**config.mk**
```make
export PLATFORM = sky130hd
export DESIGN_NAME = tex_refill_ctrl_flat
export DESIGN_NICKNAME = d
export VERILOG_FILES = /design/src/rtl/tex_refill_ctrl_if.sv /design/src/rtl/tex_refill_ctrl.sv /design/src/flat_wrapper.sv
export SDC_FILE = /design/constraint.sdc
export NUM_CORES = 1
export LEC_CHECK = 0
export ABC_AREA = 1
export CORE_MARGIN = 4
export CORE_UTILIZATION = 41
export CTS_BUF_LIST = sky130_fd_sc_hd__clkbuf_4 sky130_fd_sc_hd__clkbuf_8
export DETAILED_ROUTE_END_ITERATION = 8
export PLACE_DENSITY = 0.8
export SYNTH_ARGS = -nofsm -noshare
export SYNTH_HDL_FRONTEND = slang
export SYNTH_SLANG_ARGS = --single-unit
```
**constraint.sdc**
```tcl
create_clock -name core_clock_i -period 5.3 [get_ports core_clock_i]
set_clock_uncertainty 0.15 [all_clocks]
set_input_delay 0.795 -clock core_clock_i [delete_from_list [all_inputs] [get_ports core_clock_i]]
set_output_delay 0.795 -clock core_clock_i [all_outputs]
set_load 0.1 [all_outputs]
```
**src/rtl/tex_refill_ctrl_if.sv**
```systemverilog
// TileLink-UH A/D channel bundle between the texture refill controller and the interconnect.
interface tex_refill_ctrl_if;
  logic [2:0]  a_opcode;
  logic [2:0]  a_param;
  logic [3:0]  a_size;
  logic [31:0] a_address;
  logic [3:0]  a_mask;
  logic [31:0] a_data;
  logic        a_corrupt;
  logic        a_valid;
  logic        a_ready;
  logic [2:0]  d_opcode;
  logic        d_denied;
  logic [31:0] d_data;
  logic        d_valid;
  logic        d_ready;

  modport master (
    output a_opcode, a_param, a_size, a_address, a_mask, a_data, a_corrupt, a_valid,
    input  a_ready,
    input  d_opcode, d_denied, d_data, d_valid,
    output d_ready
  );

  modport slave (
    input  a_opcode, a_param, a_size, a_address, a_mask, a_data, a_corrupt, a_valid,
    output a_ready,
    output d_opcode, d_denied, d_data, d_valid,
    input  d_ready
  );
endinterface

```
**src/rtl/tex_refill_ctrl.sv**
```systemverilog
// Texture cache miss/refill sequencer: arbitrates line refills, dc accesses and flush on one TileLink-UH port.
// Optional: define TEX_REFILL_DENIED_RETRY_EN to reissue a denied refill once before committing its result.
module tex_refill_ctrl #(
  parameter int unsigned STARVE_LIMIT    = 4,
  parameter int unsigned LINE_BEATS_LOG2 = 5
) (
  input  logic                       core_clock_i,
  input  logic                       core_reset_i,
  input  logic                       miss_req_i,
  input  logic [31:0]                miss_addr_i,
  output logic                       miss_ready_o,
  input  logic                       dc_req_i,
  input  logic [31:0]                dc_addr_i,
  input  logic [31:0]                dc_data_i,
  input  logic                       dc_write_i,
  output logic                       dc_ready_o,
  output logic [31:0]                dc_data_o,
  output logic                       dc_valid_o,
  input  logic                       flush_i,
  output logic                       flush_done_o,
  tex_refill_ctrl_if.master          tcache,
  output logic                       fill_we_o,
  output logic [3:0]                 fill_idx_o,
  output logic [LINE_BEATS_LOG2-1:0] fill_word_o,
  output logic [31:0]                fill_data_o,
  output logic                       tag_we_o,
  output logic [3:0]                 tag_idx_o,
  output logic [25-LINE_BEATS_LOG2:0] tag_o,
  output logic                       tag_valid_o,
  output logic                       refill_err_o
);

  localparam int unsigned OFF_W  = LINE_BEATS_LOG2 + 2;
  localparam int unsigned TAG_LO = OFF_W + 4;
  localparam int unsigned SC_W   = $clog2(STARVE_LIMIT + 1);
  localparam logic [31:0] LINE_MASK = ~((32'd1 << OFF_W) - 32'd1);

  typedef enum logic [1:0] {IDLE, A_SEND, D_COLLECT, FLUSH} state_t;

  state_t                     state_q;
  logic [SC_W-1:0]            starve_q;
  logic                       is_refill_q;
  logic [LINE_BEATS_LOG2-1:0] beat_q;
  logic                       denied_q;
  logic [2:0]                 a_opcode_q;
  logic [3:0]                 a_size_q;
  logic [31:0]                a_address_q;
  logic [31:0]                a_data_q;
  logic                       a_valid_q;

  logic dc_win, d_fire, last_beat, denied_all, retry_now;

  assign dc_win     = dc_req_i && ((starve_q == SC_W'(STARVE_LIMIT)) || !miss_req_i);
  assign d_fire     = (state_q == D_COLLECT) && tcache.d_valid;
  assign last_beat  = &beat_q;
  assign denied_all = denied_q || tcache.d_denied;

  assign tcache.a_opcode  = a_opcode_q;
  assign tcache.a_param   = '0;
  assign tcache.a_size    = a_size_q;
  assign tcache.a_address = a_address_q;
  assign tcache.a_mask    = a_valid_q ? 4'hF : 4'h0;
  assign tcache.a_data    = a_data_q;
  assign tcache.a_corrupt = 1'b0;
  assign tcache.a_valid   = a_valid_q;
  assign tcache.d_ready   = (state_q == D_COLLECT);

  // Line-RAM writes follow the D beat in the same cycle; gated so idle outputs read as zero.
  always_comb begin
    fill_we_o   = d_fire && is_refill_q;
    fill_idx_o  = fill_we_o ? a_address_q[OFF_W +: 4] : '0;
    fill_word_o = fill_we_o ? beat_q : '0;
    fill_data_o = fill_we_o ? tcache.d_data : '0;
  end

`ifdef TEX_REFILL_DENIED_RETRY_EN
  logic retried_q;

  always_ff @(posedge core_clock_i or posedge core_reset_i) begin
    if (core_reset_i)                           retried_q <= 1'b0;
    else if (state_q == IDLE)                   retried_q <= 1'b0;
    else if (d_fire && is_refill_q && last_beat) retried_q <= 1'b1;
  end

  assign retry_now = denied_all && !retried_q;
`else
  assign retry_now = 1'b0;
`endif

  always_ff @(posedge core_clock_i or posedge core_reset_i) begin
    if (core_reset_i) begin
      state_q      <= IDLE;
      starve_q     <= '0;
      is_refill_q  <= 1'b0;
      beat_q       <= '0;
      denied_q     <= 1'b0;
      a_opcode_q   <= '0;
      a_size_q     <= '0;
      a_address_q  <= '0;
      a_data_q     <= '0;
      a_valid_q    <= 1'b0;
      miss_ready_o <= 1'b0;
      dc_ready_o   <= 1'b0;
      dc_data_o    <= '0;
      dc_valid_o   <= 1'b0;
      flush_done_o <= 1'b0;
      tag_we_o     <= 1'b0;
      tag_idx_o    <= '0;
      tag_o        <= '0;
      tag_valid_o  <= 1'b0;
      refill_err_o <= 1'b0;
    end else begin
      miss_ready_o <= 1'b0;
      dc_ready_o   <= 1'b0;
      dc_valid_o   <= 1'b0;
      flush_done_o <= 1'b0;
      tag_we_o     <= 1'b0;
      refill_err_o <= 1'b0;
      case (state_q)
        IDLE: begin
          if (flush_i) begin
            tag_we_o    <= 1'b1;
            tag_idx_o   <= '0;
            tag_o       <= '0;
            tag_valid_o <= 1'b0;
            state_q     <= FLUSH;
          end else if (dc_win || miss_req_i) begin
            is_refill_q <= !dc_win;
            beat_q      <= '0;
            denied_q    <= 1'b0;
            a_valid_q   <= 1'b1;
            state_q     <= A_SEND;
            if (dc_win) begin
              dc_ready_o  <= 1'b1;
              starve_q    <= '0;
              a_opcode_q  <= dc_write_i ? 3'd0 : 3'd4;
              a_size_q    <= 4'd2;
              a_address_q <= dc_addr_i & 32'hFFFF_FFFC;
              a_data_q    <= dc_data_i;
            end else begin
              miss_ready_o <= 1'b1;
              if (dc_req_i && (starve_q < SC_W'(STARVE_LIMIT)))
                starve_q <= starve_q + SC_W'(1);
              a_opcode_q  <= 3'd4;
              a_size_q    <= 4'(OFF_W);
              a_address_q <= miss_addr_i & LINE_MASK;
              a_data_q    <= '0;
            end
          end
        end
        A_SEND: begin
          if (tcache.a_ready) begin
            a_valid_q <= 1'b0;
            state_q   <= D_COLLECT;
          end
        end
        D_COLLECT: begin
          if (tcache.d_valid) begin
            if (is_refill_q) begin
              beat_q   <= beat_q + LINE_BEATS_LOG2'(1);
              denied_q <= denied_all;
              if (last_beat) begin
                // A retried refill reuses the latched Get fields and rewrites the whole line.
                if (retry_now) begin
                  a_valid_q <= 1'b1;
                  beat_q    <= '0;
                  denied_q  <= 1'b0;
                  state_q   <= A_SEND;
                end else begin
                  tag_we_o     <= 1'b1;
                  tag_idx_o    <= a_address_q[OFF_W +: 4];
                  tag_o        <= a_address_q[31:TAG_LO];
                  tag_valid_o  <= !denied_all;
                  refill_err_o <= denied_all;
                  state_q      <= IDLE;
                end
              end
            end else begin
              dc_data_o  <= (tcache.d_opcode == 3'd0) ? 32'd0 : tcache.d_data;
              dc_valid_o <= 1'b1;
              state_q    <= IDLE;
            end
          end
        end
        FLUSH: begin
          if (tag_idx_o == 4'd15) begin
            flush_done_o <= 1'b1;
            state_q      <= IDLE;
          end else begin
            tag_we_o  <= 1'b1;
            tag_idx_o <= tag_idx_o + 4'd1;
          end
        end
        default: state_q <= IDLE;
      endcase
    end
  end

endmodule
```
**src/flat_wrapper.sv**
```systemverilog
// flat-port wrapper written by rule: the top's interface ports become plain ports
module tex_refill_ctrl_flat 
#(
  parameter int unsigned STARVE_LIMIT    = 4,
  parameter int unsigned LINE_BEATS_LOG2 = 5
)
  (core_clock_i, core_reset_i, miss_req_i, miss_addr_i, miss_ready_o, dc_req_i, dc_addr_i, dc_data_i, dc_write_i, dc_ready_o, dc_data_o, dc_valid_o, flush_i, flush_done_o, fill_we_o, fill_idx_o, fill_word_o, fill_data_o, tag_we_o, tag_idx_o, tag_o, tag_valid_o, refill_err_o, tcache_a_opcode, tcache_a_param, tcache_a_size, tcache_a_address, tcache_a_mask, tcache_a_data, tcache_a_corrupt, tcache_a_valid, tcache_a_ready, tcache_d_opcode, tcache_d_denied, tcache_d_data, tcache_d_valid, tcache_d_ready);
  tex_refill_ctrl_if tcache_i ();
  input  logic core_clock_i;
  input  logic core_reset_i;
  input  logic miss_req_i;
  input  logic [31:0] miss_addr_i;
  output logic miss_ready_o;
  input  logic dc_req_i;
  input  logic [31:0] dc_addr_i;
  input  logic [31:0] dc_data_i;
  input  logic dc_write_i;
  output logic dc_ready_o;
  output logic [31:0] dc_data_o;
  output logic dc_valid_o;
  input  logic flush_i;
  output logic flush_done_o;
  output logic fill_we_o;
  output logic [3:0] fill_idx_o;
  output logic [LINE_BEATS_LOG2-1:0] fill_word_o;
  output logic [31:0] fill_data_o;
  output logic tag_we_o;
  output logic [3:0] tag_idx_o;
  output logic [25-LINE_BEATS_LOG2:0] tag_o;
  output logic tag_valid_o;
  output logic refill_err_o;
  output wire logic [$bits(tcache_i.a_opcode)-1:0] tcache_a_opcode;
  output wire logic [$bits(tcache_i.a_param)-1:0] tcache_a_param;
  output wire logic [$bits(tcache_i.a_size)-1:0] tcache_a_size;
  output wire logic [$bits(tcache_i.a_address)-1:0] tcache_a_address;
  output wire logic [$bits(tcache_i.a_mask)-1:0] tcache_a_mask;
  output wire logic [$bits(tcache_i.a_data)-1:0] tcache_a_data;
  output wire logic [$bits(tcache_i.a_corrupt)-1:0] tcache_a_corrupt;
  output wire logic [$bits(tcache_i.a_valid)-1:0] tcache_a_valid;
  input wire logic [$bits(tcache_i.a_ready)-1:0] tcache_a_ready;
  input wire logic [$bits(tcache_i.d_opcode)-1:0] tcache_d_opcode;
  input wire logic [$bits(tcache_i.d_denied)-1:0] tcache_d_denied;
  input wire logic [$bits(tcache_i.d_data)-1:0] tcache_d_data;
  input wire logic [$bits(tcache_i.d_valid)-1:0] tcache_d_valid;
  output wire logic [$bits(tcache_i.d_ready)-1:0] tcache_d_ready;
  assign tcache_a_opcode = tcache_i.a_opcode;
  assign tcache_a_param = tcache_i.a_param;
  assign tcache_a_size = tcache_i.a_size;
  assign tcache_a_address = tcache_i.a_address;
  assign tcache_a_mask = tcache_i.a_mask;
  assign tcache_a_data = tcache_i.a_data;
  assign tcache_a_corrupt = tcache_i.a_corrupt;
  assign tcache_a_valid = tcache_i.a_valid;
  assign tcache_i.a_ready = tcache_a_ready;
  assign tcache_i.d_opcode = tcache_d_opcode;
  assign tcache_i.d_denied = tcache_d_denied;
  assign tcache_i.d_data = tcache_d_data;
  assign tcache_i.d_valid = tcache_d_valid;
  assign tcache_d_ready = tcache_i.d_ready;
  tex_refill_ctrl #(.STARVE_LIMIT(STARVE_LIMIT), .LINE_BEATS_LOG2(LINE_BEATS_LOG2)) u_core (.core_clock_i(core_clock_i), .core_reset_i(core_reset_i), .miss_req_i(miss_req_i), .miss_addr_i(miss_addr_i), .miss_ready_o(miss_ready_o), .dc_req_i(dc_req_i), .dc_addr_i(dc_addr_i), .dc_data_i(dc_data_i), .dc_write_i(dc_write_i), .dc_ready_o(dc_ready_o), .dc_data_o(dc_data_o), .dc_valid_o(dc_valid_o), .flush_i(flush_i), .flush_done_o(flush_done_o), .tcache(tcache_i), .fill_we_o(fill_we_o), .fill_idx_o(fill_idx_o), .fill_word_o(fill_word_o), .fill_data_o(fill_data_o), .tag_we_o(tag_we_o), .tag_idx_o(tag_idx_o), .tag_o(tag_o), .tag_valid_o(tag_valid_o), .refill_err_o(refill_err_o));
endmodule
```
==> results.cfg, run 1 <==
[clock_network]
insertion_delay_ns = 0.44
cts_hold_buf = 0
numClockSinks = 141
cts-resized-gates = 0
postCtsSetupRepairBufs = 0
cts_buffers = 17
clkTransAtPathRegs_ns = 0.07
root_buffer = clkbuf_8
cts_tree = done
clockBufferDepth = 2
htree_levels = 4

[placed_design]
place.gp.congestion = 0.8292
portBuffers = 308
dp_hpwl_um = 14710

[yosys]
synth_xor_area_frac = 0
async_flop_share = 1.000
synth_flop_cell = dfrtp_1
ys_seq_area_frac = 0.5700
synthTopCellsByArea = dfrtp_1, nand2_1, nand3_1
synth_edf_count = 0
yosysTopAreaCell = dfrtp_1
synth_top_family_by_area = simple AND/OR/NAND/NOR gates
synth_fa_ha_area_frac = 0.01011
synth_top_area_share = 0.5700
synth_mux_area_frac = 0
netlist_top_cells_count = nand2_1, dfrtp_1, inv_1
synth-seq-cells = 141
synth_compound_area_frac = 0.04690
syn_inst = 745
syn_avg_cell_area_um2 = 8.308
yosys.area_share.simple = 0.2705
ys_warn_count = 0
syn_area_um2 = 6190
synth_cell_type_count = 23
synth_most_common_cell = nand2_1

[worst_setup_path]
worstPathMaxFanout = 42
cpPeakStageDelay_ns = 0.48
cpMaxStageDelayCell = clkdlybuf4s50_1
path_buf_inv = 4
worst_r2r_path_depth = 7
cp.arrival_ns = 2.80
path_cells = clkdlybuf4s50_1 > nand2_1 > nor2_2 > buf_4 > inv_2 > nor2_1 > buf_12
crit_family = buffers and inverters
worst_setup_path_end_kind = output port
crit_type = in2out
required_ns = 4.36
cp.depth = 7
critPathLaunchType = input pin

[route]
wire_per_inst_um = 16.13
viasPerCell = 4.785
drc = 0
wl_um = 19850
via_count = 5890
antenna_left = 0
first_pass_iters = 4
drt-initial-drc-count = 228

[layout]
fin_util = 0.6916
area_delta_synth_final_pct = 63.61
nNetsFinal = 1181
drive_gt1_frac = 0.08413

[die]
core_um2 = 14640
core.rowCount = 44
ios = 327
die-height_um = 130.9
die_w_um = 130.9
dieArea_um2 = 17130
initial_core_util = 0.4227

[outcome]
status = finished clean

[global_route]
overflow = 0
grt_pass1_vias = 5775
grt_max_degree = 72
grt_usage = 0.2313
antenna_found_initial = 2
grt_pass1_wl_um = 30330

[min_path]
hold_path_class = reg2reg
whs_path_depth = 1

[sta]
setup_tns_ns = 0
final.period_utilization = 0.7059
setup_violations = 0
fmax_mhz = 267.3
drv_slew = 0
rsz0062_at_grt = false
finalCriticalPeriod_ns = 3.741
relSlewSlack = 0.2786
hold_viol = 0
worstMarginPinSlew_ns = 1.079

[job]
drv_cap = 0
-- placed cells by master (no fill, tap or decap), types with 3 or more instances in the layout --
cell / count
dfrtp_1: 141
bufinv_16: 4
nand2_1: 253
nand3_1: 84
nor2_1: 56
nand2_2: 3
a21oi_1: 4
o21ai_0: 11
o22ai_1: 33
inv_2: 3
buf_4: 7
conb_1: 9
inv_1: 89
clkbuf_8: 20
clkdlybuf4s50_1: 268
ha_1: 5
buf_12: 39
-- per-layer routing --
metal / vias up / wire length (um) / part of all wire / GRT usage
met1: 2736 / 7680 / 0.39 / 0.2678
li1: 2864 / - / - / -
met4: 2 / 413 / 0.021 / 0.07502
met5: - / 8 / 0.00040 / 0
met3: 35 / 2112 / 0.11 / 0.1012
met2: 253 / 9638 / 0.49 / 0.3870
-- per-stage QoR --
stage	instance area, um2	setup slack (ns)	hold slack, ns	instances
final	10130	1.559	0.3269	1231
after global routing	10130	1.392	0.3519	1231
after CTS	10120	1.541	0.3291	1230
after detailed placement	9697	1.536	0.3125	1201
after global placement	9697	1.552	0.3039	1201
after floorplan	6220	0.5738	0.3482	753
-- kinds of logic (layout without fill, tap and decap cells) --
group | count (synthesis) | after routing
and+or+nand+nor | 406 | 406
other | 1 | 10
DFF | 141 | 141
AOI/OAI and AO/OA | 49 | 49
buffers and inverters | 143 | 436
adders and majority gates | 5 | 5
-- path summary, 6_finish.rpt --
path	from	endpoint	slack, ns
min in group asynchronous	core_reset_i	u_core.tcache.a_data[21]	0.68
max in group asynchronous	core_reset_i	u_core.dc_data_o[21]	3.33
min reg2reg	u_core.tcache.a_size[1]	u_core.tcache.a_size[1]	0.33
max reg2reg	u_core.beat_q[0]	u_core.tag_idx_o[2]	2.29
min	u_core.tcache.a_size[1]	u_core.tcache.a_size[1]	0.33
max	tcache_d_valid	fill_word_o[0]	1.56
-- layout make-up --
class | count | area [um2]
Clock buffer | 22 | 290.3
Tap cell | 184 | 230.2
Timing Repair Buffer | 314 | 3516
Multi-Input combinational cell | 469 | 2068
Fill cell | 1185 | 4517
Inverter | 93 | 354.1
Clock inverter | 7 | 137.6
Sequential cell | 141 | 3528
Antenna cell | 1 | 2.502
-- flip-flops by register name, indices dropped and copies added, names as in the netlist --
register / flops
u_core.tag_we_o: 1
u_core.state_q: 2
u_core.tcache.a_opcode: 1
u_core.tcache.a_valid: 1
u_core.denied_q: 1
u_core.tcache.a_size: 2
u_core.tcache.a_data: 32
u_core.dc_data_o: 32
u_core.tag_o: 21
u_core.miss_ready_o: 1
u_core.refill_err_o: 1
u_core.starve_q: 3
u_core.dc_valid_o: 1
u_core.dc_ready_o: 1
u_core.beat_q: 5
u_core.tag_idx_o: 4
u_core.tcache.a_address: 30
u_core.flush_done_o: 1
u_core.tag_valid_o: 1
Power of run 1 is not shown: default switching activity piles up to over one toggle a cycle in this logic, so the estimate is an artifact.
==> inputs of run 2 (changes only) <==
--- a/config.mk
+++ b/config.mk
@@ -7,10 +7,10 @@
 export LEC_CHECK = 0
 export ABC_AREA = 1
 export CORE_MARGIN = 4
-export CORE_UTILIZATION = 41
+export CORE_UTILIZATION = 37
 export CTS_BUF_LIST = sky130_fd_sc_hd__clkbuf_4 sky130_fd_sc_hd__clkbuf_8
 export DETAILED_ROUTE_END_ITERATION = 8
-export PLACE_DENSITY = 0.8
+export PLACE_DENSITY = 0.76
 export SYNTH_ARGS = -nofsm -noshare
 export SYNTH_HDL_FRONTEND = slang
 export SYNTH_SLANG_ARGS = --single-unit
==> constraint.sdc (replaced) <==
create_clock -name core_clock_i -period 3.35 [get_ports core_clock_i]
set_clock_uncertainty 0.15 [all_clocks]
set_input_delay 0.5025 -clock core_clock_i [delete_from_list [all_inputs] [get_ports core_clock_i]]
set_output_delay 0.5025 -clock core_clock_i [all_outputs]
set_load 0.1 [all_outputs]
==> run 2 against run 1 <==
  * Clock-buffer cell count shrank 2
  * Core utilization shrank 8.8 points
  * Wire length up 0.17%
  * Cell area shrank 1.9%
  * Hold slack improved by 0.0013 ns
==> results.cfg, run 2 (synthesized netlist as in run 1, its figures left out) <==
[outcome]
status = finished clean

[worst_setup_path]
critPathLaunchType = flop
cpMaxStageDelayCell = inv_2
worst_setup_path_end_kind = output port
worstPathMaxFanout = 42
path_buf_inv = 3
cp_common_cell = inv_2
cp.arrival_ns = 2.24
crit_family = buffers and inverters
cpPeakStageDelay_ns = 0.55
required_ns = 2.70
path_cells = inv_2 > nand2_2 > nor2_2 > inv_2 > nor2_1 > buf_12
crit_type = reg2out

[clock_network]
postCtsSetupRepairBufs = 0
cts_hold_buf = 0
cts_tree = done
cts-resized-gates = 0
clockBufferDepth = 2
htree_levels = 4
root_buffer = clkbuf_8
insertion_delay_ns = 0.44
clkTransAtPathRegs_ns = 0.08
cts_buffers = 17
numClockSinks = 141

[die]
initial_core_util = 0.3759
dieArea_um2 = 18860
die-height_um = 137.3
core_um2 = 16470
die_w_um = 137.3
ios = 327
core.rowCount = 47

[layout]
drive_gt1_frac = 0.2112
final_cell_mix = nand2_1, clkdlybuf4s50_1, dfrtp_1
nNetsFinal = 1185
multi_input_area_um2 = 2076
area_delta_synth_final_pct = 60.54
fill_cells = 1438
antenna_cells = 0
layout.area.seq_um2 = 3528
final_common_cell = nand2_1

[sta]
rsz0062_at_grt = false
hold_viol = 0
hold_slack_ns = 0.3282
finalCriticalPeriod_ns = 2.889
relSlewSlack = 0.3483
setup_tns_ns = 0
drv_slew = 0
fmax_mhz = 346.2
final.period_utilization = 0.8623
worstMarginPinSlew_ns = 0.9745
setup_violations = 0

[route]
dr_wl_met2_um = 9821
wl_met1_um = 7587
via_count = 5863
top_layer_used = met4
dr_wl_met3_um = 2121
antenna_left = 0
first_pass_iters = 4
drc = 0
viasPerCell = 4.613
wl_um = 19890
drt-initial-drc-count = 222
wire_per_inst_um = 15.65

[global_route]
grt_max_degree = 62
overflow = 0
grt_pass1_vias = 6018
antenna_found_initial = 0
grt_pass1_wl_um = 31060
grt_usage = 0.2129

[placed_design]
dp_hpwl_um = 14990
portBuffers = 308
place.gp.congestion = 0.7871

[min_path]
hold_path_class = in2async

[job]
drv_cap = 0
-- run 2: cell count changes in the layout (fill, tap and decap cells not counted), sizes merged --
cell / delta
inv: -1
clkinvlp: +1
buf: +130
clkdlybuf4s50: -126
diode: -1
clkinv: +3
clkbuf: -2
-- run 2: area by class of cell --
| class | count | share of cell area |
|---|---|---|
| timing repair buffer | 318 | 0.3301 |
| tap | 220 | 0.02770 |
| multi-input combinational | 469 | 0.2089 |
| clock inverter | 10 | 0.01687 |
| clock buffer | 20 | 0.02581 |
| inverter | 93 | 0.03551 |
| sequential | 141 | 0.3551 |
-- run 2: path summary, 6_finish.rpt --
path | endpoint | slack, ns | from | cells past startpoint
max | fill_word_o[0] | 0.46 | u_core.state_q[0] | 6
min | u_core.tcache.a_address[8] | 0.33 | core_reset_i | 2
max reg2reg | u_core.tag_idx_o[2] | 0.88 | u_core.beat_q[0] | 8
min reg2reg | u_core.tcache.a_size[1] | 0.33 | u_core.tcache.a_size[1] | 1
max in group asynchronous | u_core.tag_o[4] | 2.01 | core_reset_i | 3
min in group core_clock_i | u_core.tcache.a_size[1] | 0.33 | u_core.tcache.a_size[1] | 1
-- run 2: per-layer routing --
metal  global-route usage  vias up
met3              0.08619       24
met4              0.06652        0
li1                     -     2884
met1               0.2405     2715
met5                    0        -
met2               0.3684      240
-- run 2: per-stage QoR --
| stage | setup WS [ns] | util | instance area [um2] | std cells |
|---|---|---|---|---|
| 6_report | 0.4611 | 0.6035 | 9937 | 1271 |
| 5_1_grt | 0.1728 | 0.6035 | 9937 | 1271 |
| 4_1_cts | 0.3900 | 0.6035 | 9937 | 1271 |
| 3_5_place_dp | 0.4566 | 0.5777 | 9513 | 1241 |
| 3_3_place_gp | 0.5213 | 0.5777 | 9513 | 1241 |
| 2_1_floorplan | 0.3206 | - | 6231 | 753 |
Power of run 2 is left out for the same reason.
